==> src/rtl/seg7_scan_driver.sv <==
// seg7_scan_driver
// Time-multiplexed driver for a 4-digit seven-segment display. New values are
// held in a pending shadow and copied to the display registers only at a frame
// boundary, so a digit never changes halfway through a frame. Each digit slot
// starts with a short all-off guard interval that keeps the previous digit's
// pattern from ghosting onto the next one.

module seg7_scan_driver #(
  parameter int SCAN_DIV       = 50000,
  parameter int BLANK_CYCLES   = 500,
  parameter bit SEG_ACTIVE_LOW = 1'b1,
  parameter bit SEL_ACTIVE_LOW = 1'b1
) (
  input  logic        clk,
  input  logic        rst_n,
  input  logic        en_i,
  input  logic        w_en_i,
  input  logic [15:0] value_i,
  input  logic [3:0]  dp_i,
  input  logic [3:0]  blank_i,
  output logic [7:0]  seg_o,
  output logic [3:0]  seg_sel_o,
  output logic        frame_o
);

  localparam int               CNT_W     = $clog2(SCAN_DIV);
  localparam logic [CNT_W-1:0] LAST_CNT  = CNT_W'(SCAN_DIV - 1);
  localparam logic [CNT_W-1:0] BLANK_CNT = CNT_W'(BLANK_CYCLES);
  // The "off" level of each field doubles as the polarity mask: XOR with
  // all-ones inverts an active-high pattern, XOR with zero leaves it alone.
  localparam logic [7:0]       SEG_OFF   = SEG_ACTIVE_LOW ? 8'hFF : 8'h00;
  localparam logic [3:0]       SEL_OFF   = SEL_ACTIVE_LOW ? 4'hF : 4'h0;

  logic [CNT_W-1:0] r_divCnt;
  logic [1:0]       r_digit;
  logic [15:0]      r_pendValue;
  logic [3:0]       r_pendDp;
  logic [3:0]       r_pendBlank;
  logic [15:0]      r_dispValue;
  logic [3:0]       r_dispDp;
  logic [3:0]       r_dispBlank;
  logic [7:0]       r_seg;
  logic [3:0]       r_sel;
  logic             r_frame;

  logic             w_slotEnd;
  logic             w_commit;
  logic             w_loadDisp;
  logic [15:0]      w_nextValue;
  logic [3:0]       w_nextDp;
  logic [3:0]       w_nextBlank;
  logic [3:0]       w_nibble;
  logic [6:0]       w_glyph;
  logic [7:0]       w_segAh;
  logic [3:0]       w_selAh;
  logic             w_lit;

  assign w_slotEnd = (r_divCnt == LAST_CNT);
  assign w_commit  = en_i && w_slotEnd && (r_digit == 2'd3);
  // While scanning is off the display simply tracks the pending data.
  assign w_loadDisp = !en_i || w_commit;

  // A write landing on the load cycle wins over the older pending contents.
  assign w_nextValue = w_en_i ? value_i : r_pendValue;
  assign w_nextDp    = w_en_i ? dp_i    : r_pendDp;
  assign w_nextBlank = w_en_i ? blank_i : r_pendBlank;

  assign w_nibble = r_dispValue[{r_digit, 2'b00} +: 4];
  assign w_segAh  = {r_dispDp[r_digit], w_glyph};
  assign w_selAh  = 4'b0001 << r_digit;
  assign w_lit    = en_i && (r_divCnt >= BLANK_CNT) && !r_dispBlank[r_digit];

  // Hex nibble to active-high segment pattern, bit order gfedcba.
  always_comb begin
    w_glyph = 7'h00;
    case (w_nibble)
      4'h0: w_glyph = 7'h3F;
      4'h1: w_glyph = 7'h06;
      4'h2: w_glyph = 7'h5B;
      4'h3: w_glyph = 7'h4F;
      4'h4: w_glyph = 7'h66;
      4'h5: w_glyph = 7'h6D;
      4'h6: w_glyph = 7'h7D;
      4'h7: w_glyph = 7'h07;
      4'h8: w_glyph = 7'h7F;
      4'h9: w_glyph = 7'h6F;
      4'hA: w_glyph = 7'h77;
      4'hB: w_glyph = 7'h7C;
      4'hC: w_glyph = 7'h39;
      4'hD: w_glyph = 7'h5E;
      4'hE: w_glyph = 7'h79;
      default: w_glyph = 7'h71;
    endcase
  end

  // Capture every host write into the pending shadow, whether or not we scan.
  always_ff @(posedge clk or negedge rst_n) begin
    if (!rst_n) begin
      r_pendValue <= 16'h0000;
      r_pendDp    <= 4'h0;
      r_pendBlank <= 4'h0;
    end else if (w_en_i) begin
      r_pendValue <= value_i;
      r_pendDp    <= dp_i;
      r_pendBlank <= blank_i;
    end
  end

  // Slot divider and digit pointer; both park at zero while disabled.
  always_ff @(posedge clk or negedge rst_n) begin
    if (!rst_n) begin
      r_divCnt <= '0;
      r_digit  <= 2'd0;
    end else if (!en_i) begin
      r_divCnt <= '0;
      r_digit  <= 2'd0;
    end else if (w_slotEnd) begin
      r_divCnt <= '0;
      r_digit  <= r_digit + 2'd1;
    end else begin
      r_divCnt <= r_divCnt + 1'b1;
    end
  end

  // Display registers load at the end of the digit-3 slot or continuously when off.
  always_ff @(posedge clk or negedge rst_n) begin
    if (!rst_n) begin
      r_dispValue <= 16'h0000;
      r_dispDp    <= 4'h0;
      r_dispBlank <= 4'h0;
    end else if (w_loadDisp) begin
      r_dispValue <= w_nextValue;
      r_dispDp    <= w_nextDp;
      r_dispBlank <= w_nextBlank;
    end
  end

  // Registered pin stage with guard interval, blanking and polarity applied last.
  always_ff @(posedge clk or negedge rst_n) begin
    if (!rst_n) begin
      r_seg   <= SEG_OFF;
      r_sel   <= SEL_OFF;
      r_frame <= 1'b0;
    end else begin
      r_seg   <= w_lit ? (w_segAh ^ SEG_OFF) : SEG_OFF;
      r_sel   <= w_lit ? (w_selAh ^ SEL_OFF) : SEL_OFF;
      r_frame <= w_commit;
    end
  end

  assign seg_o     = r_seg;
  assign seg_sel_o = r_sel;
  assign frame_o   = r_frame;

endmodule

==> config.mk <==
export PLATFORM = sky130hd
export DESIGN_NAME = seg7_scan_driver
export DESIGN_NICKNAME = d
export VERILOG_FILES = /design/src/rtl/seg7_scan_driver.sv
export SDC_FILE = /design/constraint.sdc
export NUM_CORES = 1
export LEC_CHECK = 0
export BUFFER_PORTS_ARGS = -buffer_cell sky130_fd_sc_hd__clkbuf_2
export CAP_MARGIN = 40
export CORE_MARGIN = 3
export CORE_UTILIZATION = 31
export DETAILED_ROUTE_END_ITERATION = 16
export GPL_ROUTABILITY_DRIVEN = 1
export PLACE_DENSITY = 0.48
export SYNTH_ARGS = -nofsm -noshare
export SYNTH_HDL_FRONTEND = slang
export SYNTH_SLANG_ARGS = --single-unit
==> constraint.sdc <==
create_clock -name clk -period 3.1 [get_ports clk]
set_input_delay 0 -clock clk [delete_from_list [all_inputs] [get_ports clk]]
set_output_delay 0 -clock clk [all_outputs]
set_load 0.03 [all_outputs]
After elaboration in Yosys (flattened, before gate mapping). Memory sizes are Yosys's and may differ from the RTL's. Cells that the tools add are included. W data, S select, Z words.

Register bits: 79. Bits in latches: 0. Bits in writable memories: 0. Bits in read-only memories: 112. Bits of input ports: 28. Output and inout bits: 13. Word-level logic and storage cells: 43. Memories kept: 1.

Memory list: (no name shown) (words 16, width 7, read ports 1, clocked after Yosys merged registers in 0, wr ports 0, line 76) `case (w_nibble)`.

Add/sub/neg operators: 2. $mul: 0. Divide/modulo/power cells: 0. Magnitude comparators: 2. Equal/unequal tests: 3. Shift-type cells: 2. Mux-type cells: 13. Bitwise gates (word level): 2. Reduce and logical (&&, ||, !) cells: 7.

Operators with widths (number): $mux W16 (3); $add A16 B1 Y16 const B (1); $eq A16 B16 Y1 const B (1); $ge A16 B9 Y1 const B (1); $shiftx A16 B5 Y4 (1); $mux W4 (3); $mux W8 (1); $not A8 Y8 (1); $bmux W1 S2 (2); $logic_and A1 B1 Y1 (4); $mux W2 (2); $not A4 Y4 (1); $shl A1 B2 Y4 const A (1); $lt A2 B3 Y1 const B (1); $add A2 B1 Y2 const B (1); $eq A2 B2 Y1 const B (1); $logic_not A1 Y1 (2); $mux W1 (2); $ne A2 B1 Y1 const B (1); $logic_or A1 B1 Y1 (1).

Depth between registers and ports, before layout.
Depth in word-level cells: 5. Depth in mapped cells: 7. Gate-level depth less buffers: 6.

Least setup slack after synthesis. OpenSTA, ideal clock, no wires.

Kind: reg2reg. Start: reg r_digit[0]. End: reg r_seg[0], in the netlist seg_o[0]. Setup time: 91 ps. Data arrival time: 2070 ps. Required time: 3009 ps. Setup slack: 940 ps. Cell stages (with the launch flop): 8. Buffers on the path: 1. Clock period less this slack: 2160 ps. Path through: dfrtp_1 buf_4 mux4_2 inv_1 ha_1 nor2_1 a22o_1 o31ai_1.

Longest elaborated chain between the ends: 5. Elaborated cells on any way between the ends: 8. Those cells by class: 1 x shift; 3 x mux; 1 x bitwise; 2 x reduce/logical; 1 x memory.

RTL lines: start: declaration (line 35) `logic [1:0] r_digit;`; start signal: assignment (line 119) `r_digit <= r_digit + 2'd1;`; parallel branches: the longest is 4 deep, another holds $mem_v2 Z16 W7; $mux W8 * (line 145) `r_seg <= w_lit ? (w_segAh ^ SEG_OFF) : SEG_OFF;`; end signal: assignment (line 145); end: declaration (line 42) `logic [7:0] r_seg;`.

Every way passes the cells marked *. The select of a mux whose other input is x is not followed. A chain may end at the register's enable or synchronous reset.

Final worst setup path.
Start: reg r_divCnt[0]. End: reg r_dispValue[13].

Longest elaborated chain between the ends: 4.

RTL lines: start: declaration (line 34) `logic [CNT_W-1:0] r_divCnt;`; start signal: assignment (line 121) `r_divCnt <= r_divCnt + 1'b1;`; $eq A16 B16 Y1 (line 58) `assign w_slotEnd = (r_divCnt == LAST_CNT);`; $logic_and A1 B1 Y1 (2 in a row) (line 59) `assign w_commit = en_i && w_slotEnd && (r_digit == 2'd3);`; $logic_or A1 B1 Y1 (line 61) `assign w_loadDisp = !en_i || w_commit;`; end signal: assignment (line 132) `r_dispValue <= w_nextValue;`; end: declaration (line 39) `logic [15:0] r_dispValue;`.

No other way between the ends.

==> summary.md <==
| Metric | Value |
|---|---|
| Hold Path Stages | `3` |
| Critical path class | `reg -> reg` |
| Synth top area share | `a little under half` |
| Post-CTS resize count | `0` |
| Worst skew pair latency | `340 ps` |
| Post CTS Setup Buffer Count | `0` |
| Post-synth top flop | `dfrtp_1` |
| Cells after synthesis | `about 280` |
| Hold Crit Start | `en_i` |
| ANT nets after route | `0` |
| Synth area leader | `dfrtp_1` |
| Syn nets | `319` |
| Area Overhead vs Synth | `24.58%` |
| Reg2reg setup slack | `830 ps` |
| Share of layout cells above drive strength 1 | `36.83%` |
| Drt drc | `0` |
| Antenna violations before repair | `0` |
| Design Power | `2.498 mW` |
| EDFF count, synth | `0` |
| Avg WL per Cell | `14.45 um` |
| CTS tree | `built` |
| Largest net degree at the start of global routing | `50` |
| Core Region | `approximately 0.012 mm2` |
| Layout Skew | `8.085 ps` |
| FP Rows | `39` |
| Cell Pwr Density | `544.1 mW/mm2` |
| Max Cap Violations | `0` |
| Worst Path Required | `3320 ps` |
| Worst-Margin Slew | `778.1 ps` |
| Top Ports | `41` |
| Worst Hold Path EP | `frame_o` |
| Synth Register Bits | `79` |
| Slew Viols, Final | `0` |
| Area of the mapped netlist | `0.003685 mm2` |
| Die width | `115.0 um` |
| First-pass GRT wire length | `12.27 mm` |
| Largest cells by area after synthesis | `dfrtp_1, mux2_2, dfstp_2, ha_1, mux4_2` |
| Final setup fails | `0` |
| Port Buffers | `40` |
| Maximum fanout along the worst path | `24` |
| Register area share after synthesis | `54.06%` |
| CTS Buf Count | `9` |
| Via count | `around 2.3k` |
| Post-Route WL | `7.169 mm` |
| Leakage Power | `1.929 nW` |
| Crit start category | `register` |
| Die footprint | `0.01323 mm2` |
| Status | `finished, final reports clean` |
| CP endpoint kind | `register` |
| Post-CTS Hold Fix Bufs | `25` |
| Dpl hpwl | `4.943 mm` |
| Die height | `115.0 um` |
| Total congestion overflow | `0` |
| Synth warn | `0` |
| Reg2reg start | `r_divCnt[0]` |
| Most frequent cells in the layout | `dfrtp_1, mux2_2, clkbuf_2, dlygate4sd3_1, nor2_1` |
| Count of different cell masters after synthesis | `44` |
| H-tree depth | `3` |
| Leading cell type in the layout, fill and taps excluded | `dfrtp_1` |
| Worst reg2reg path depth | `5` |
| Mean post-synth cell area | `roughly 13 um2` |
| Ant diodes | `0` |
| CTS Buffer Depth | `2` |
| Initial DRC Count | `52` |
| Final hold viol count | `0` |
| Vias in the first global route | `2435` |
| Max rail drop VDD | `between 200 and 250 uV` |
| Fin nets | `388` |
| Worst slew margin | `47.93%` |
| Hold Crit Class | `in -> reg` |
| Final Critical Period | `2272 ps` |
| Data arrival, critical path | `2490 ps` |
| Drt first pass iters | `4` |
| Worst hold margin | `between 5 and 6 ps` |
| Setup_tns | `0 ps` |
| RSZ-0062 raised after global routing | `false` |
| Achievable Freq | `0.4401 GHz` |
| Clock Root Buffer | `clkbuf_16` |
| Async set or reset register ratio after synthesis | `100.0%` |
| Total track usage | `11.87%` |
| Tcrit/Tclk final | `73.30%` |
| RePlAce Congestion | `between 0.7 and 0.8` |
| Critical R2R Capture | `r_dispValue[13]` |
| # clock sinks | `79` |
| Drt via density | `4.728` |
| Starting density of the core | `32.00%` |
| CTS clk-pin slew, worst paths | `~60 ps` |
==> power by group <==
part	leakage, nW	internal [mW]	total [mW]	switching (mW)
clock	0.140	0.625	1.04	0.418
combinational	0.838	0.163	0.303	0.139
sequential	0.951	1.11	1.15	0.0380
==> state kept, by name, summed over array words and instances (netlist names) <==
| signal | flops |
|---|---|
| r_dispValue | 16 |
| r_divCnt | 16 |
| r_pendValue | 16 |
| seg_o | 8 |
| r_dispBlank | 4 |
| r_dispDp | 4 |
| r_pendBlank | 4 |
| r_pendDp | 4 |
| seg_sel_o | 4 |
| r_digit | 2 |
| frame_o | 1 |
==> Yosys cell counts, types with 2 or more instances <==
cell and n:
mux4_2 5, nand4_1 5, and2_1 4, nor3_1 6, nand2_1 14, dfrtp_1 67
ha_1 12, clkbuf_1 3, mux2i_1 8, mux2_2 50, nor2_1 19, a21oi_1 2
and3_1 4, o21a_1 2, inv_1 8, buf_2 4, xnor2_1 11, buf_6 2
o221ai_1 2, xor2_1 4, dfstp_2 12, o31ai_1 2, nand3_1 9, o21ai_0 3
nor3b_1 2
==> through the flow <==
stage,instances,utilization (%),instance area [um2],setup WS (ps)
2_1_floorplan,279,-,3685,939.5
3_3_place_gp,454,34.91,4020,835.5
3_5_place_dp,455,35.15,4048,793.3
4_1_cts,496,39.86,4591,786.5
5_1_grt,496,39.86,4591,621.6
6_report,496,39.86,4591,827.7
==> critical path, stage by stage (launching register included) <==
cell and delay, ps:
dfrtp_1 390, ha_1 240, and3_1 270, nand4_4 180, o21ai_4 660, mux2_2 410
==> metal layers <==
metal	GRT usage [%]	wire length (um)
met1	16.87	3586
met2	16.94	3122
met3	3.632	320
met4	4.617	139
met5	0	0
==> cell type report <==
type / instances / area, um2
clock buffer: 11 / 232.7
clock inverter: 5 / 60.06
fill: 1126 / 6925
inverter: 8 / 30.03
multi-input combinational: 182 / 1602
sequential: 79 / 1992
tap: 143 / 178.9
timing repair buffer: 68 / 495.5
==> how the worst max path moves through the flow <==
stage                      startpoint              end  depth (start not counted)  slack, ps
after floorplan            r_digit[0]         seg_o[0]                          7        940
after global placement     r_digit[0]   r_dispValue[6]                          5        840
after detailed placement  r_divCnt[0]  r_dispValue[11]                          5        790
after CTS                 r_divCnt[0]   r_dispValue[2]                          5        790
after global routing      r_divCnt[0]   r_dispValue[2]                          5        620
final                     r_divCnt[0]  r_dispValue[13]                          5        830
==> kinds of logic after synthesis <==
kind of cell / Yosys count / share of synthesized area (%)
compound gates: 18 / 3.769
buf+inv: 18 / 2.479
fa+ha+maj: 12 / 4.075
simple gates: 73 / 10.93
xor+xnor: 15 / 3.565
flops: 79 / 54.06
mux: 64 / 21.12
Power figures use the tool's default switching activity.
